--- src/rtl/usb_pkg.sv ---
// Shared USB link-layer types and constants.
package usb_pkg;

  typedef enum logic [1:0] {
    IDLE  = 2'd0,
    PASS  = 2'd1,
    STUFF = 2'd2
  } bs_state_t;

  localparam int USB_STUFF_RUN = 6;

endpackage

--- src/rtl/usb_bit_stuffer.sv ---
// Serial USB bit stuffer: inserts a 0 after every RUN_LEN consecutive 1s,
// stalling upstream for one cycle per inserted bit.
module usb_bit_stuffer
  import usb_pkg::*;
#(
  parameter int RUN_LEN     = USB_STUFF_RUN,
  parameter int STUFF_CNT_W = 8
) (
  input  logic                   clock,
  input  logic                   reset_n,
  input  logic                   in_bit,
  input  logic                   in_valid,
  output logic                   bs_ready,
  output logic                   out_bit,
  output logic                   out_valid,
  output logic                   eop,
  output logic [STUFF_CNT_W-1:0] stuff_cnt
);

  localparam int OW = $clog2(RUN_LEN + 1);
  localparam logic [OW-1:0] RUN_MAX = OW'(RUN_LEN);

  bs_state_t     state;
  logic [OW-1:0] ones_cnt;
  logic [OW-1:0] ones_base;
  logic [OW-1:0] ones_nxt;
  logic          accept;
  logic          run_hit;

  assign bs_ready  = (state != STUFF);
  assign accept    = bs_ready && in_valid;
  // A new packet always starts its run from zero.
  assign ones_base = (state == IDLE) ? '0 : ones_cnt;
  assign ones_nxt  = in_bit ? ones_base + 1'b1 : '0;
  assign run_hit   = in_bit && (ones_nxt == RUN_MAX);

  always_ff @(posedge clock or negedge reset_n) begin
    if (!reset_n) begin
      ones_cnt <= '0;
    end else if (accept) begin
      ones_cnt <= ones_nxt;
    end else if (state == STUFF || (state == PASS && !in_valid)) begin
      ones_cnt <= '0;
    end
  end

  always_ff @(posedge clock or negedge reset_n) begin
    if (!reset_n) begin
      stuff_cnt <= '0;
    end else if (state == IDLE && in_valid) begin
      stuff_cnt <= '0;
    end else if (state == STUFF && stuff_cnt != '1) begin
      stuff_cnt <= stuff_cnt + 1'b1;
    end
  end

  always_ff @(posedge clock or negedge reset_n) begin
    if (!reset_n) begin
      state     <= IDLE;
      out_bit   <= 1'b0;
      out_valid <= 1'b0;
      eop       <= 1'b0;
    end else begin
      case (state)
        IDLE: begin
          eop       <= 1'b0;
          out_valid <= 1'b0;
          if (in_valid) begin
            out_bit   <= in_bit;
            out_valid <= 1'b1;
            state     <= run_hit ? STUFF : PASS;
          end
        end
        PASS: begin
          if (in_valid) begin
            out_bit   <= in_bit;
            out_valid <= 1'b1;
            eop       <= 1'b0;
            state     <= run_hit ? STUFF : PASS;
          end else begin
            out_bit   <= 1'b0;
            out_valid <= 1'b0;
            eop       <= 1'b1;
            state     <= IDLE;
          end
        end
        STUFF: begin
          // Upstream holds its bit; it is taken on the return to PASS.
          out_bit   <= 1'b0;
          out_valid <= 1'b1;
          eop       <= 1'b0;
          state     <= PASS;
        end
        default: begin
          out_bit   <= 1'b0;
          out_valid <= 1'b0;
          eop       <= 1'b0;
          state     <= IDLE;
        end
      endcase
    end
  end

endmodule

--- config.mk ---
export PLATFORM = sky130hd
export DESIGN_NAME = usb_bit_stuffer
export DESIGN_NICKNAME = d
export VERILOG_FILES = /design/src/rtl/usb_pkg.sv /design/src/rtl/usb_bit_stuffer.sv
export SDC_FILE = /design/constraint.sdc
export NUM_CORES = 1
export LEC_CHECK = 0
export ABC_AREA = 1
export BUFFER_PORTS_ARGS = -buffer_cell sky130_fd_sc_hd__buf_2
export CAP_MARGIN = 40
export CORE_MARGIN = 4
export CORE_UTILIZATION = 55
export DETAILED_ROUTE_END_ITERATION = 16
export PLACE_DENSITY = 0.76
export SETUP_SLACK_MARGIN = 0.4
export SYNTH_ARGS = -nofsm -noshare
export SYNTH_HDL_FRONTEND = slang
export SYNTH_SLANG_ARGS = --single-unit
--- constraint.sdc ---
create_clock -name clock -period 3.05 [get_ports clock]
set_input_delay 0.1525 -clock clock [delete_from_list [all_inputs] [get_ports clock]]
set_output_delay 0.1525 -clock clock [all_outputs]
set_load 0.1 [all_outputs]
**Word-level counts from Yosys, hierarchy flattened**

Index checks and enable logic that the tools add are counted.

- Add/subtract/negate cells: 2
- Equal/unequal tests: 6
- Multiplexer cells: 17
- Reduce and logical (&&, ||, !) cells: 11

Operators with widths:

| kind | count |
|---|---|
| 8-bit 2-to-1 mux | 2 |
| 3-bit 2-to-1 mux | 4 |
| 8-bit by 1-bit adder with 8-bit output (second input constant) | 1 |
| 8-bit != test (second input constant) | 1 |
| 2-bit 2-to-1 mux | 3 |
| 2-bit one-hot mux with 3 select lines | 1 |
| 1-bit logical AND | 5 |
| 1-bit 2-to-1 mux | 5 |
| 2-bit != test (second input constant) | 2 |
| 1-bit one-hot mux with 2 select lines | 2 |
| 2-bit nonzero test | 2 |
| 3-bit by 1-bit adder with 3-bit output (second input constant) | 1 |
| 3-bit equality test (second input constant) | 1 |
| 2-bit by 1-bit equality test with 1-bit output (second input constant) | 1 |
| 2-bit equality test (second input constant) | 1 |
| 2-bit logical NOT | 1 |
| 2-bit OR reduction | 1 |
| 1-bit logical NOT | 1 |
| 1-bit logical OR | 1 |

- Bits in registers: 16
- Input bits: 4
- Output and inout port bits: 12
- Logic and storage cells: 42

**Depth between registers and ports, before layout**

- Depth in word-level cells: 9
- Mapped depth: 11
- Mapped depth without buffers: 11

**Least setup slack after synthesis**

No wires, ideal clock.

- Kind: reg2reg
- From: register stuff_cnt[0]
- To: register stuff_cnt[3]
- Setup time: 0.068 ns
- Arrival: 1.943 ns
- Required time: 2.982 ns
- Setup slack: 1.039 ns
- Cell stages (with the launch flop): 10
- Path buffers: 0
- Clock period less this slack: 2.011 ns
- Cell sequence: dfrtp_1 ha_1 nand2_1 nor2_1 nand2_2 nand2_4 inv_4 nor2_8 nand2_1 nand2_1

- Longest elaborated chain between the ends: 3
- Elaborated cells between the ends (all ways): 6
- Classes of those cells: add/sub (1); eq/ne (1); mux (2); reduce/logical (2)

RTL lines:

| element | line | text |
|---|---|---|
| from (decl) | usb_bit_stuffer.sv:17 | `output logic [STUFF_CNT_W-1:0] stuff_cnt` |
| from (signal assigned) | usb_bit_stuffer.sv:53 | `stuff_cnt <= stuff_cnt + 1'b1;` |
| 8-bit by 1-bit adder with 8-bit output or 8-bit != test (tied branches) | usb_bit_stuffer.sv:53, usb_bit_stuffer.sv:52 |  |
| 8-bit 2-to-1 mux or 1-bit logical AND (tied branches) | usb_bit_stuffer.sv:52 | `end else if (state == STUFF && stuff_cnt != '1) begin` |
| 8-bit 2-to-1 mux or 2-bit nonzero test (tied branches) | n/a |  |

Parallel ways exist; a longest one is shown, timed or not. The select of a mux whose other input is x is not followed.
A chain may end at the register's enable or synchronous reset.

**Final worst setup path**

- From: register state[1]
- To: output port bs_ready

- Longest elaborated chain between the ends: 1

RTL lines:

| element | line | text |
|---|---|---|
| from (decl) | usb_bit_stuffer.sv:23 | `bs_state_t state;` |
| from (signal assigned) | usb_bit_stuffer.sv:71 | `state <= run_hit ? STUFF : PASS;` |
| from (signal assigned) | usb_bit_stuffer.sv:79 | `state <= run_hit ? STUFF : PASS;` |
| 2-bit != test | usb_bit_stuffer.sv:30 | `assign bs_ready = (state != STUFF);` |
| to (decl) | usb_bit_stuffer.sv:13 | `output logic bs_ready,` |

No other way between the ends.

==> results.cfg <==
[run_status]
status = finished clean

[die]
die-area_um2 = 2270
coreArea_um2 = 1489
rows = 14
start_util = 0.5807
die_h_um = 47.65
fp.dieW_um = 47.65
pin_count = 16

[logic_synthesis]
synth_common_cells = 31 x nand2_1, 16 x dfrtp_1, 13 x inv_1
yosysUniqueCellTypes = 21
ys_seq_elements = 16
yosysMostFrequentCell = nand2_1
synth.net_count = 117
synth_edf_count = 0
syn_avg_cell_area_um2 = 7.789
yosysWarnings = 0
syn_area_um2 = 864.6
synth_top_flop_cell = dfrtp_1
synth_top_cell_by_area = dfrtp_1
synthCells = 111
synth_seq_area_share = 0.4631
yosysTopAreaCellShare = 0.4631
synth.area.top_cells = dfrtp_1 46%, nand2_1 13%, inv_1 5.6%
async_flop_share = 1.000

[power_and_ir_drop]
power.density_nw_per_um2 = 400.9
vdd_drop_max_mv = 0.2671
leakage_nw = 0.5773

[timing]
setup_viol = 0
slew_headroom = 0.6775
finalCritPeriodShare = 0.4980
drv_slew = 0
final.min_clock_period_ns = 1.519
fin_tns_setup_ns = 0
hold_viol = 0
max_freq_ghz = 0.6583
rsz0062_at_grt = no
worst_slack_ns = 1.531
worst_pin_slew_ns = 0.4871
finalClockSkew_ns = 0.007909

[layout]
nets = 138
fill_cells = 126
fin_util = 0.6756
fin_cells = 147
area_delta_synth_final_pct = 16.35
final_area_um2 = 1006
drive_above_1_share = 0.2443
antennaDiodeCount = 0

[setup_path]
crit-reg2reg-launch = state[0]
worst-setup-path-type = register to output port
required_ns = 2.90
start_kind = register
crit_fanout = 6
regToRegSetupSlack_ns = 1.54
end_kind = output port
regToRegEndpoint = state[0]
ff2ff_path_depth = 11
startpoint = state[1]
cp.arrival_ns = 1.37

[min_path]
min_to = eop
min_from = in_valid
whs_path_depth = 2
min_path_type = input port to register

[clock_tree]
cts_tree = done
cts_buffers = 3
clockBufferDepth = 2
post_cts.repair.setup_buffers = 0
clk_latency_ns = 0.29
cts.clk_slew.worst_paths_ns = 0.09
cts.sinks = 16
cts-htree-levels = 1
clock-root-buffer = clkbuf_4

[routing]
vias_per_cell = 5.333
wl_um = 1688
dr.pass1.iters = 4
route.detailed.drc = 0
ant_nets = 0
wl_per_cell_um = 11.48
via_count = 784
drtIter0Drc = 17

[global_routing]
track_usage = 0.1778
grt_start_max_net_pins = 17
grt_pass1_vias = 701
antenna_found_initial = 0
grt_pass1_wl_um = 2808
grt_remaining_overflow = 0

[placed_design]
dp_hpwl_um = 1301
port_buffers = 15
place.gp.congestion = 0.7863
dpl_cell_area_um2 = 959.7
post-place-cells = 142
pre_cts_ws_ns = 1.544

[run]
maxCapViolations = 0
==> repair_timing <==
action                    in CTS  in global routing
hold buffers                   1                  0
hold endpoints to repair      16                  0
resized for setup              0                  0
==> placed cells by master (no fill, tap or decap), drive strengths merged <==
cell / synthesis / layout
dfrtp: 16 / 16
clkbuf: 0 / 4
nor3: 1 / 1
buf: 0 / 15
o22ai: 2 / 2
nand2: 35 / 35
nand3: 8 / 8
dlygate4sd3: 0 / 1
nand4: 6 / 6
inv: 18 / 18
nor2: 14 / 14
a21o: 1 / 1
ha: 2 / 2
a21oi: 3 / 3
o21ai: 4 / 4
or2: 1 / 1
==> state kept, by name (all words and copies together), names as in the netlist <==
signal	count
stuff_cnt	8
ones_cnt	3
state	2
eop	1
out_bit	1
out_valid	1
==> worst max-delay path by stage <==
stage,end
final,bs_ready
after global routing,state[0]
after CTS,bs_ready
after detailed placement,state[0]
after global placement,state[0]
after floorplan,stuff_cnt[3]
==> per-layer routing <==
metal  routed length [µm]  global-route usage  vias up
li1                     -                   -      397
met2                  849              0.2888       16
met5                    0                   0        -
met4                   51              0.1237        0
met1                  726              0.2148      364
met3                   60             0.02632        7
==> through the flow <==
step	power, mW	hold slack, ns
after CTS	0.4092	0.1026
after global placement	0.2684	0.08112
after floorplan	0.2553	-0.1431
after global routing	0.4227	0.1200
after detailed placement	0.2694	0.08667
final	0.4032	0.1109
==> area by class of cell <==
type,count,area [µm²],share of cell area
Inverter,18,70.07,0.06965
Clock buffer,4,36.28,0.03607
Sequential cell,16,400.4,0.3980
Multi-Input combinational cell,77,394.1,0.3918
Tap cell,16,20.02,0.01990
Timing Repair Buffer,16,85.08,0.08458
==> cell families (layout without fill, tap and decap cells) <==
family	after synthesis	count (layout)	share of synthesized area
compound gates	10	10	0.06367
simple gates	65	65	0.3633
fa+ha+maj	2	2	0.02894
flops	16	16	0.4631
buf+inv	18	38	0.08105
==> power by group <==
part / internal, mW / total (mW) / switching [mW]
registers: 0.216 / 0.218 / 0.00193
clock network: 0.0727 / 0.138 / 0.0650
logic: 0.0105 / 0.0472 / 0.0368
==> critical path: stages, from the launching register on <==
cell and delay (ns):
dfrtp_1 0.38, inv_2 0.09, nor2_2 0.07, inv_2 0.10
buf_2 0.43
Power figures use the tool's default switching activity.
